$ cat src/rtl/uart_pkg.sv
// uart_pkg: definitions shared by the UART receive and transmit stages.
//   rx_state_e      receiver FSM state encoding
//   STATE_*         bit positions inside the 8-bit status word
//   even_parity()   XOR reduction of a data byte (even-parity bit value)
package uart_pkg;

  typedef enum logic [2:0] {
    S_IDLE   = 3'd0,
    S_START  = 3'd1,
    S_DATA   = 3'd2,
    S_PARITY = 3'd3,
    S_STOP   = 3'd4
  } rx_state_e;

  localparam int STATE_BUSY    = 0;
  localparam int STATE_VALID   = 1;
  localparam int STATE_FRAME   = 2;
  localparam int STATE_OVERRUN = 3;
  localparam int STATE_PARITY  = 4;

  // Parity bit that makes the total number of ones (data + parity) even.
  function automatic logic even_parity(input logic [7:0] b);
    return ^b;
  endfunction

endpackage

$ cat src/rtl/uart_rx_sync.sv
// uart_rx_sync: two-flop synchroniser for the asynchronous serial line.
//   clk     system clock
//   resetn  asynchronous active-low reset; both flops reset to 1 (idle line)
//   din     asynchronous input
//   dout    input re-timed to clk, two cycles of latency
module uart_rx_sync (
  input  logic clk,
  input  logic resetn,
  input  logic din,
  output logic dout
);

  logic sync_p0;
  logic sync_p1;

  always_ff @(posedge clk or negedge resetn) begin
    if (!resetn) begin
      sync_p0 <= 1'b1;
      sync_p1 <= 1'b1;
    end else begin
      sync_p0 <= din;
      sync_p1 <= sync_p0;
    end
  end

  assign dout = sync_p1;

endmodule

$ cat src/rtl/uart_rx.sv
// uart_rx: UART receiver (idle high, 1 start bit, 8 data bits LSB first,
// optional even parity bit, 1 stop bit) with a valid/ready byte output and
// sticky error flags.
//   Parameter CLKS_PER_BIT  bit period in clk cycles (even, >= 4)
//   clk      system clock
//   resetn   asynchronous active-low reset
//   pin      asynchronous serial input, idle high
//   data     received byte, stable while valid=1
//   valid    byte available
//   ready    consumer accepts the byte when valid & ready
//   err_clr  clears the sticky error flags (a new error in the same cycle wins)
//   state    {3'b0, parity_err, overrun, framing_err, valid, busy}
// Build option: define UART_RX_PARITY_EN to expect an even-parity bit after
// bit 7; otherwise the frame is 10 bits and parity_err is tied to 0.
module uart_rx
  import uart_pkg::*;
#(
  parameter int CLKS_PER_BIT = 16
) (
  input  logic       clk,
  input  logic       resetn,
  input  logic       pin,
  output logic [7:0] data,
  output logic       valid,
  input  logic       ready,
  input  logic       err_clr,
  output logic [7:0] state
);

  localparam int CNT_W = $clog2(CLKS_PER_BIT);
  localparam logic [CNT_W-1:0] HALF_M1 = CNT_W'(CLKS_PER_BIT / 2 - 1);
  localparam logic [CNT_W-1:0] FULL_M1 = CNT_W'(CLKS_PER_BIT - 1);

  logic             rx;
  rx_state_e        fsm;
  logic [CNT_W-1:0] cnt;
  logic [2:0]       bit_idx;
  logic [7:0]       shift;
  logic             framing_err;
  logic             overrun;
  logic             parity_err;
  logic             busy;

  logic tick_half;
  logic tick_full;
  logic stop_sample;
  logic deliver;
  logic frame_set;
  logic parity_set;

  uart_rx_sync u_sync (
    .clk    (clk),
    .resetn (resetn),
    .din    (pin),
    .dout   (rx)
  );

  assign tick_half   = (cnt == HALF_M1);
  assign tick_full   = (cnt == FULL_M1);
  assign stop_sample = (fsm == S_STOP) && tick_full;
  // A finished byte is accepted if the output slot is empty or is being
  // emptied in this very cycle; otherwise it is dropped as an overrun.
  assign deliver     = stop_sample && (!valid || ready);
  assign frame_set   = stop_sample && !rx;

`ifdef UART_RX_PARITY_EN
  assign parity_set = (fsm == S_PARITY) && tick_full && (rx != even_parity(shift));
`else
  assign parity_set = 1'b0;
`endif

  always_ff @(posedge clk or negedge resetn) begin
    if (!resetn) begin
      fsm         <= S_IDLE;
      cnt         <= '0;
      bit_idx     <= '0;
      shift       <= '0;
      data        <= '0;
      valid       <= 1'b0;
      framing_err <= 1'b0;
      overrun     <= 1'b0;
      parity_err  <= 1'b0;
    end else begin
      // Output slot and sticky flags
      if (deliver) begin
        data  <= shift;
        valid <= 1'b1;
      end else if (valid && ready) begin
        valid <= 1'b0;
      end
      overrun     <= (stop_sample && !deliver) | (overrun & ~err_clr);
      framing_err <= frame_set | (framing_err & ~err_clr);
      parity_err  <= parity_set | (parity_err & ~err_clr);

      // Frame sequencing
      case (fsm)
        S_IDLE: begin
          cnt <= '0;
          if (!rx) fsm <= S_START;
        end
        S_START: begin
          if (tick_half) begin
            cnt     <= '0;
            bit_idx <= '0;
            fsm     <= rx ? S_IDLE : S_DATA;
          end else begin
            cnt <= cnt + 1'b1;
          end
        end
        S_DATA: begin
          if (tick_full) begin
            cnt   <= '0;
            shift <= {rx, shift[7:1]};
            if (bit_idx == 3'd7) begin
`ifdef UART_RX_PARITY_EN
              fsm <= S_PARITY;
`else
              fsm <= S_STOP;
`endif
            end else begin
              bit_idx <= bit_idx + 1'b1;
            end
          end else begin
            cnt <= cnt + 1'b1;
          end
        end
        S_PARITY: begin
          if (tick_full) begin
            cnt <= '0;
            fsm <= S_STOP;
          end else begin
            cnt <= cnt + 1'b1;
          end
        end
        S_STOP: begin
          // Back to IDLE straight after the sample; a held-low line starts
          // a new frame from there.
          if (tick_full) begin
            cnt <= '0;
            fsm <= S_IDLE;
          end else begin
            cnt <= cnt + 1'b1;
          end
        end
        default: begin
          cnt <= '0;
          fsm <= S_IDLE;
        end
      endcase
    end
  end

  assign busy = (fsm != S_IDLE);

  always_comb begin
    state                = 8'h00;
    state[STATE_BUSY]    = busy;
    state[STATE_VALID]   = valid;
    state[STATE_FRAME]   = framing_err;
    state[STATE_OVERRUN] = overrun;
    state[STATE_PARITY]  = parity_err;
  end

endmodule

$ cat config.mk
export PLATFORM = sky130hd
export DESIGN_NAME = uart_rx
export DESIGN_NICKNAME = d
export VERILOG_FILES = /design/src/rtl/uart_pkg.sv /design/src/rtl/uart_rx_sync.sv /design/src/rtl/uart_rx.sv
export SDC_FILE = /design/constraint.sdc
export NUM_CORES = 1
export LEC_CHECK = 0
export CORE_MARGIN = 1
export CORE_UTILIZATION = 61
export DETAILED_ROUTE_END_ITERATION = 7
export DONT_BUFFER_PORTS = 1
export PLACE_DENSITY = 0.77
export SKIP_CTS_REPAIR_TIMING = 1
export SLEW_MARGIN = 0
export SYNTH_ARGS = -nofsm -noshare
export SYNTH_HDL_FRONTEND = slang
export SYNTH_HIERARCHICAL = 1
export SYNTH_SLANG_ARGS = --single-unit
$ cat constraint.sdc
create_clock -name clk -period 1.8 [get_ports clk]
set_input_delay 0.18 -clock clk [delete_from_list [all_inputs] [get_ports clk]]
set_output_delay 0.18 -clock clk [all_outputs]
set_load 0.05 [all_outputs]
[Yosys cells after proc, flatten, opt, wreduce, memory -nomap -nowiden]
Cells that the tools add are included.
Storage, ports and cells
  register bits after elaboration: 32
  input port bits: 5
  logic and storage cells: 67
Cells by class
  $add $sub $neg: 2
  bitwise logic cells: 6
  mux-type cells: 17
  eq/ne operators: 14
  reduce and logical (&&, ||, !) cells: 17
Operator list (count)
  $mux W3: 9
  $pmux W3 S5: 1
  $ne A2 B2 Y1 const B: 7
  $mux W4: 2
  $pmux W4 S2: 1
  $eq A3 B2 Y1 const B: 2
  $eq A3 B3 Y1 const B: 2
  $pmux W3 S2: 1
  $reduce_and A6 Y1: 1
  $logic_and A1 B1 Y1: 5
  $add A4 B1 Y4 const B: 1
  $eq A4 B3 Y1 const B: 1
  $eq A4 B4 Y1 const B: 1
  $reduce_and A4 Y1: 1
  $reduce_bool A2 Y1: 2
  $add A3 B1 Y3 const B: 1
  $and A1 B1 Y1: 3
  $eq A3 B1 Y1 const B: 1
  $logic_not A1 Y1: 3
  $logic_not A3 Y1: 1
  $reduce_bool A3 Y1: 1
  $reduce_or A3 Y1: 1
  $mux W1: 2
  $mux W2: 1
  other kinds (4): 5

[Logic depth before layout (Yosys ltp)]
Gate-level depths: netlist of the first run.
  depth after elaboration: 6
  gate-level depth with buffers: 5
  depth with buffers taken out: 5

[Modules after synthesis]
The synthesis of the first run kept the hierarchy.
By module, submodules not included
  uart_rx: cells an instance 108, times used 1, area an instance 1401.3 sq um
  uart_rx_sync: cells an instance 2, times used 1, area an instance 52.6 sq um

[Least setup slack after synthesis of the first run]
OpenSTA, ideal clock, no wires.
  path kind: register to register
  from: register cnt[0]
  to: register shift[0]
  arrival: 1.475 ns
  library setup time: 0.125 ns
  buffers on the path: 1
  path slack: 0.200 ns
  stages on the path, launching flop included: 6
  clock period less this slack: 1.600 ns
  cells stage by stage: dfrtp_1 ha_1 nand3_2 or3_1 buf_6 mux2_4
On the way
  longest elaborated chain between the ends: 2
RTL lines
  start, declared: line uart_rx.sv:36  | logic [CNT_W-1:0] cnt;
  start signal, assigned: line uart_rx.sv:107  | cnt <= cnt + 1'b1;
  start signal, assigned: line uart_rx.sv:124  | cnt <= cnt + 1'b1;
  start signal, assigned: line uart_rx.sv:132  | cnt <= cnt + 1'b1;
  $eq A4 B4 Y1: line uart_rx.sv:59  | assign tick_full = (cnt == FULL_M1);
  $reduce_and A2 Y1 (no source line)
  end signal, assigned: line uart_rx.sv:113  | shift <= {rx, shift[7:1]};
  end, declared: line uart_rx.sv:38  | logic [7:0] shift;
No other way between the ends.
A chain may end at the register's enable or synchronous reset.

[Worst setup path after layout of the first run]
  from: register cnt[0]
  to: register data[7]
On the way
  longest elaborated chain between the ends: 3
RTL lines
  $eq A4 B4 Y1: line uart_rx.sv:59
  $logic_and A1 B1 Y1: line uart_rx.sv:60  | assign stop_sample = (fsm == S_STOP) && tick_full;
  $logic_and A1 B1 Y1: line uart_rx.sv:63  | assign deliver = stop_sample && (!valid || ready);
  end signal, assigned: line uart_rx.sv:86  | data <= shift;
  end, declared: line uart_rx.sv:23  | output logic [7:0] data,
No other way between the ends.

==> flow_metrics.py, run 1 <==
metrics = {
    "die": {
        "placeableCoreArea_mm2": 0.00223,
        "ioPinCount": 22,
        "effective_utilization_at_floorplan": 0.651,
        "die_x_um": 50.8,
        "die_h_um": 50.8,
        "rows": 17,
        "die_area_mm2": 0.00258,
    },
    "setup_path": {
        "cp_data_required_time_ns": 2.01,
        "rrSetupSlack_ns": 0.1,
        "criticalPathCategory": "reg2reg",
        "end_kind": "flop",
        "critical_path_arrival_ns": 1.91,
        "start_kind": "flop",
        "r2r.worst_path.cells": 5,
        "worst_setup_path_startpoint": "cnt[0]",
        "r2r_start": "cnt[0]",
        "critical_path.max_fanout": 8,
    },
    "synthesis": {
        "yosys_warn_count": 6,
        "yosys-mux-area-fraction": 0.155,
        "main_combinational_cell_family_by_area_after_synthesis": "multiplexers",
        "ys.flop_type": "dfrtp_1",
        "synth-seq-cells": 32,
        "yosysUniqueCellTypes": 36,
        "synth.top_cells.by_area": "dfrtp_1 52%, mux2_4 9.3%, mux2_2 6.2%",
        "synth_compound_gate_area_share": 0.0551,
        "avgSynthCellArea_um2": 13.2,
        "synth_area_leader_cell": "dfrtp_1",
        "mappedNetlistArea_mm2": 0.00145,
        "post_synth_adder_cell_area": 0.0258,
        "yosys.area.top_type_share": 0.516,
        "synth_async_sr_flop_share": 1.00,
        "area_fraction_in_and_or_nand_and_nor_cells_after_synthesis": 0.121,
        "synth_sequential_area_ratio": 0.552,
        "netlist_instances": 110,
        "synth-edff-count": 0,
        "post_synth_xor_area_fraction": 0.0120,
    },
    "clock_network": {
        "insertion_delay_ns": 0.32,
        "tritoncts": "built",
        "h-tree-depth": 2,
        "clock_path_buffers": 2,
        "cts.sink_count": 32,
        "cts.root.buffer_cell": "clkbuf_4",
        "cts_inserted_buffers": 5,
        "worst_setup_hold_path_clk_slew_ns": 0.10,
    },
    "hold_path": {
        "holdPathStages": 2,
        "hold_start": "ready",
        "holdCritPathClass": "in2reg",
    },
    "finish": {
        "syn2layout_area_growth_pct": 8.00,
        "final.fill_count": 155,
        "finish.net_count": 123,
        "antenna_cells": 0,
        "multi_input_area_um2": 557,
        "mostFrequentLayoutCell": "dfrtp_1",
        "layout-drive-gt1-share": 0.336,
        "fin_util": 0.703,
        "sequential_cell_area_um2": 803,
        "final_cell_mix": "30 x dfrtp_1, 9 x mux2_4, 8 x mux2_2, 5 x clkbuf_4",
    },
    "placement": {
        "dpl_hpwl_um": 1410,
        "gp_congestion": 0.825,
        "portBuffers": 0,
    },
    "timing": {
        "max-slew-margin-rel": 0.665,
        "timing.final.crit_share": 0.946,
        "finalHoldViolCount": 0,
        "rsz0062_at_grt": "false",
        "timing.fmax_ghz": 0.587,
        "layout_min_cycle_time_ns": 1.70,
        "setup_viol": 0,
        "clock-skew-final_ns": 0.0105,
        "tightestPinTransition_ns": 0.498,
        "timing.final.max_slew_violations": 0,
    },
    "power": {
        "p_leak_nw": 0.784,
        "ir_drop_uv": 823,
        "power.density_cell_area_mw_per_mm2": 1110,
        "totalPowerFinal_mw": 1.74,
    },
    "job": {
        "cap_viol_max_count": 0,
    },
    "grt": {
        "grt_antenna_before_repair": 0,
        "grt_max_degree": 33,
        "grt_pass1_vias": 826,
        "gr-total-overflow": 0,
        "first_pass_grt_wire_length_um": 3740,
        "grtUsageTotal": 0.205,
    },
    "route": {
        "routed_wire_length_per_instance_um": 15.2,
        "via_count": 792,
        "detailedRoute.firstPassIterationCount": 4,
        "first_iter_violations": 10,
        "post_drt_via_cell_ratio": 5.50,
        "drc_errors": 0,
        "drt-total-wl_um": 2190,
        "ant_nets": 0,
    },
    "status": {
        "outcome": "finished, final reports clean",
    },
}
-- path summary, 6_finish.rpt --
check                                       to
min in group asynchronous              data[0]
worst max register to register         data[7]
max in group asynchronous       u_sync/sync_p0
worst max-delay path                   data[7]
worst min register to register     u_sync/dout
worst min-delay path                     valid
-- Yosys cell counts, drive strengths merged (2+ instances only) --
| cell | count |
|---|---|
| ha | 3 |
| dfstp | 2 |
| nand3 | 5 |
| or3 | 3 |
| o21ai | 4 |
| nor3 | 2 |
| mux2 | 17 |
| a21oi | 2 |
| buf | 12 |
| dfrtp | 30 |
| inv | 2 |
| or4 | 2 |
| nor2 | 2 |
| nand2b | 2 |
| and3 | 2 |
| a22o | 2 |
| nand2 | 4 |
| o22ai | 2 |
-- stage by stage --
stage	setup TNS [ns]	cells	hold slack [ns]	area (µm²)	worst slack, ns
global placement	0	132	-0.115	1430	0.103
finish	0	144	0.102	1570	0.0975
detailed placement	0	132	-0.115	1430	0.0518
floorplan	0	112	-0.116	1460	0.200
global route	0	144	0.110	1570	0.00646
CTS	-0.00220	140	-0.478	1510	-0.00220
-- sequential cells by signal (all words and copies together) (netlist names), 3 cells and up --
| register | flops |
|---|---|
| bit_idx | 3 |
| cnt | 4 |
| data | 8 |
| fsm | 3 |
| shift | 8 |
-- kinds of logic (layout without fill, tap and decap cells) --
family / Yosys count / in the layout
flip-flops: 32 / 32
multiplexers: 17 / 17
XOR/XNOR: 2 / 2
adder cells (fa/ha/maj): 3 / 3
other: 1 / 3
AO/OA/AOI/OAI: 12 / 12
AND/OR/NAND/NOR: 28 / 28
buffers and inverters: 15 / 19
-- area by class of cell --
cell class                      instances  share of cell area
Clock buffer                            6              0.0263
Timing Repair Buffer                    9              0.0582
Inverter                                2             0.00478
Multi-Input combinational cell         65               0.355
Sequential cell                        32               0.512
Clock inverter                          2              0.0223
Tap cell                               28              0.0223
-- critical path, cell delays in order, from the launching register on --
cell	delay [ns]
dfrtp_1	0.41
ha_1	0.23
buf_4	0.16
and3_1	0.20
nand4_2	0.23
mux2_2	0.37
-- power by group --
group | leakage, nW | switching [mW] | internal (mW)
Combinational | 0.310 | 0.186 | 0.156
Sequential | 0.432 | 0.0896 | 0.781
Clock | 0.0422 | 0.231 | 0.291
-- metal layers --
metal / part of all wire / GRT usage / up-vias
met1: 0.48 / 0.275 / 377
met3: 0.047 / 0.0536 / 5
met2: 0.46 / 0.309 / 23
li1: - / - / 387
met4: 0.016 / 0.102 / 0
met5: 0 / 0 / -
No activity file was read; power rests on OpenSTA's default activity.
==> run 2: changes to the inputs <==
--- a/config.mk
+++ b/config.mk
@@ -5,6 +5,7 @@
 export SDC_FILE = /design/constraint.sdc
 export NUM_CORES = 1
 export LEC_CHECK = 0
+export ABC_AREA = 1
 export CORE_MARGIN = 1
 export CORE_UTILIZATION = 61
 export DETAILED_ROUTE_END_ITERATION = 7
==> constraint.sdc (replaced) <==
create_clock -name clk -period 1.8 [get_ports clk]
set_input_delay 0.18 -clock clk [delete_from_list [all_inputs] [get_ports clk]]
set_output_delay 0.18 -clock clk [all_outputs]
set_load 0.02 [all_outputs]
==> flow_metrics.py, run 2 <==
metrics = {
    "synthesis": {
        "synthMostInstantiatedCell": "nand2_1",
        "ys.flop_type": "dfrtp_1",
        "yosys_warn_count": 6,
        "ys_top_cells_by_count": "37 x nand2_1, 30 x dfrtp_1, 21 x inv_1",
        "post_synth_xor_area_fraction": 0.00571,
        "netlist_instances": 161,
        "synth.top_cells.by_area": "dfrtp_1 49%, nand2_1 9.1%, o21ai_2 8.6%",
        "post_synth_adder_cell_area": 0.0245,
        "avgSynthCellArea_um2": 9.53,
        "yosys-mux-area-fraction": 0,
        "mappedNetlistArea_mm2": 0.00153,
        "yosysUniqueCellTypes": 24,
        "yosys.area.top_type_share": 0.489,
        "synth-edff-count": 0,
        "synth_area_leader_cell": "dfrtp_1",
        "synth_compound_gate_area_share": 0.129,
        "main_combinational_cell_family_by_area_after_synthesis": "simple AND/OR/NAND/NOR gates",
        "synth-seq-cells": 32,
        "area_fraction_in_and_or_nand_and_nor_cells_after_synthesis": 0.198,
        "synth_sequential_area_ratio": 0.524,
        "synth_async_sr_flop_share": 1.00,
    },
    "power": {
        "swShare": 0.337,
        "proportion_of_power_drawn_by_flip_flops_and_latches": 0.484,
        "p_sw_uw": 573,
        "ir_drop_uv": 822,
        "power.internal_mw": 1.13,
        "comb_power_share": 0.246,
        "totalPowerFinal_mw": 1.70,
        "power.density_cell_area_mw_per_mm2": 1050,
        "power_frac_clock": 0.270,
        "p_leak_nw": 0.800,
    },
    "clock_network": {
        "insertion_delay_ns": 0.32,
        "cts_inserted_buffers": 5,
        "cts.root.buffer_cell": "clkbuf_4",
        "cts.sink_count": 32,
        "clock_path_buffers": 2,
        "worst_setup_hold_path_clk_slew_ns": 0.10,
        "h-tree-depth": 2,
        "tritoncts": "built",
    },
    "timing": {
        "clock-skew-final_ns": 0.00743,
        "timing.final.crit_share": 0.807,
        "rsz0062_at_grt": "false",
        "timing.final.max_slew_violations": 0,
        "timing.fmax_ghz": 0.688,
        "layout_min_cycle_time_ns": 1.45,
        "finalHoldViolCount": 0,
        "final.setup.tns_ns": 0,
        "setup_viol": 0,
    },
    "placement": {
        "gp_congestion": 0.815,
        "dpl_hpwl_um": 1720,
        "placed_cell_area_mm2": 0.00150,
        "portBuffers": 0,
    },
    "status": {
        "outcome": "finished, final reports clean",
    },
    "hold_path": {
        "holdPathEnd": "valid",
        "holdPathStages": 3,
        "holdCritPathClass": "in2reg",
        "hold_start": "ready",
    },
    "finish": {
        "syn2layout_area_growth_pct": 5.63,
        "stdcell_area_mm2": 0.00162,
        "multi_input_area_um2": 559,
        "layout-drive-gt1-share": 0.229,
        "sequential_cell_area_um2": 803,
        "final.fill_count": 173,
        "antenna_cells": 0,
        "mostFrequentLayoutCell": "nand2_1",
        "finish.net_count": 173,
        "final_cell_mix": "37 x nand2_1, 30 x dfrtp_1, 21 x inv_1, 15 x o21ai_2, 9 x nor2_1",
        "largestRegisters": "data x8, shift x8, cnt x4",
    },
    "setup_path": {
        "start_kind": "flop",
        "cp_data_required_time_ns": 2.02,
        "criticalPathCategory": "reg2reg",
        "end_kind": "flop",
        "r2r_start": "cnt[0]",
        "critical_path.cell_chain": "ha_1 > nand2_1 > nor2_1 > inv_1 > nand2_2 > nand2_1 > o21bai_1 > nand2_1",
        "critical_path.max_stage_delay_ns": 0.39,
        "crit-reg2reg-capture": "fsm[0]",
        "rrSetupSlack_ns": 0.35,
        "worst_path_most_repeated_cell": "nand2_1",
        "r2r.worst_path.cells": 8,
        "critical_path.slowest_cell": "dfrtp_1",
        "critical_path.max_fanout": 5,
        "critical_path_arrival_ns": 1.67,
    },
    "route": {
        "routed_wire_length_per_instance_um": 12.8,
        "first_iter_violations": 24,
        "ant_nets": 0,
        "via_count": 1021,
        "detailedRoute.firstPassIterationCount": 4,
        "drt-total-wl_um": 2490,
        "drc_errors": 0,
        "post_drt_via_cell_ratio": 5.26,
    },
    "grt": {
        "gr-total-overflow": 0,
        "grt_antenna_before_repair": 0,
        "grt_max_degree": 33,
        "first_pass_grt_wire_length_um": 4120,
        "grt_pass1_vias": 990,
        "grtUsageTotal": 0.218,
    },
    "die": {
        "effective_utilization_at_floorplan": 0.668,
        "ioPinCount": 22,
        "die_x_um": 52.1,
        "placeableCoreArea_mm2": 0.00230,
        "die_h_um": 52.1,
        "rows": 17,
        "die_area_mm2": 0.00272,
    },
    "job": {
        "cap_viol_max_count": 0,
    },
}
run 2: cell types whose count changed after synthesis, moves of 3 or more:
| cell | delta |
|---|---|
| inv_1 | +19 |
| mux2_2 | -8 |
| mux2_4 | -9 |
| nand2_1 | +33 |
| nand2_2 | +4 |
| nand3_1 | +4 |
| nand4_1 | +3 |
| nor2_1 | +7 |
| o21ai_2 | +15 |
run 2: how the worst max path moves through the flow:
stage | startpoint | endpoint | cells past startpoint
global placement | cnt[0] | data[5] | 6
finish | cnt[0] | fsm[0] | 8
CTS | cnt[0] | fsm[0] | 8
global route | cnt[0] | fsm[0] | 8
floorplan | cnt[0] | bit_idx[0] | 7
detailed placement | cnt[0] | fsm[0] | 8
run 2: cell families after synthesis:
| logic type | Yosys count |
|---|---|
| other | 1 |
| buffers and inverters | 35 |
| DFF | 32 |
| and+or+nand+nor | 65 |
| AOI/OAI and AO/OA | 24 |
| xor gates and xnor gates | 1 |
| adders and majority gates | 3 |
run 2: cell type report:
| class | count | share of cell area |
|---|---|---|
| timing repair buffer | 5 | 0.0355 |
| clock buffer | 8 | 0.0425 |
| multi-input combinational | 96 | 0.345 |
| inverter | 25 | 0.0595 |
| tap | 28 | 0.0216 |
| sequential | 32 | 0.496 |
run 2: routing by layer:
metal | up-vias | part of all wire | GRT usage
li1 | 511 | - | -
met1 | 464 | 0.43 | 0.256
met2 | 44 | 0.49 | 0.363
met3 | 2 | 0.072 | 0.0819
met4 | 0 | 0.0068 | 0.0789
met5 | - | 0 | 0
run 2: through the flow:
stage,cells,utilization,worst slack (ns),hold WS (ns)
finish,194,0.705,0.347,0.113
global route,194,0.705,0.207,0.118
CTS,190,0.684,0.350,-0.470
detailed placement,182,0.654,0.376,-0.115
global placement,182,0.654,0.441,-0.115
floorplan,163,-,0.509,-0.116
run 2: critical path: cells and delay by family (launching register included):
kind / cells / cell delay (ns)
DFF: 1 / 0.39
and+or+nand+nor: 5 / 0.48
adders and majority gates: 1 / 0.26
AOI/OAI and AO/OA: 1 / 0.16
buffers and inverters: 1 / 0.06
run 2: power groups by stage:
stage,Sequential [mW],Combinational (mW),Clock [mW]
floorplan,0.821,0.345,0
global placement,0.832,0.366,0
detailed placement,0.836,0.385,0
CTS,0.822,0.388,0.468
global route,0.829,0.478,0.494
finish,0.824,0.418,0.460
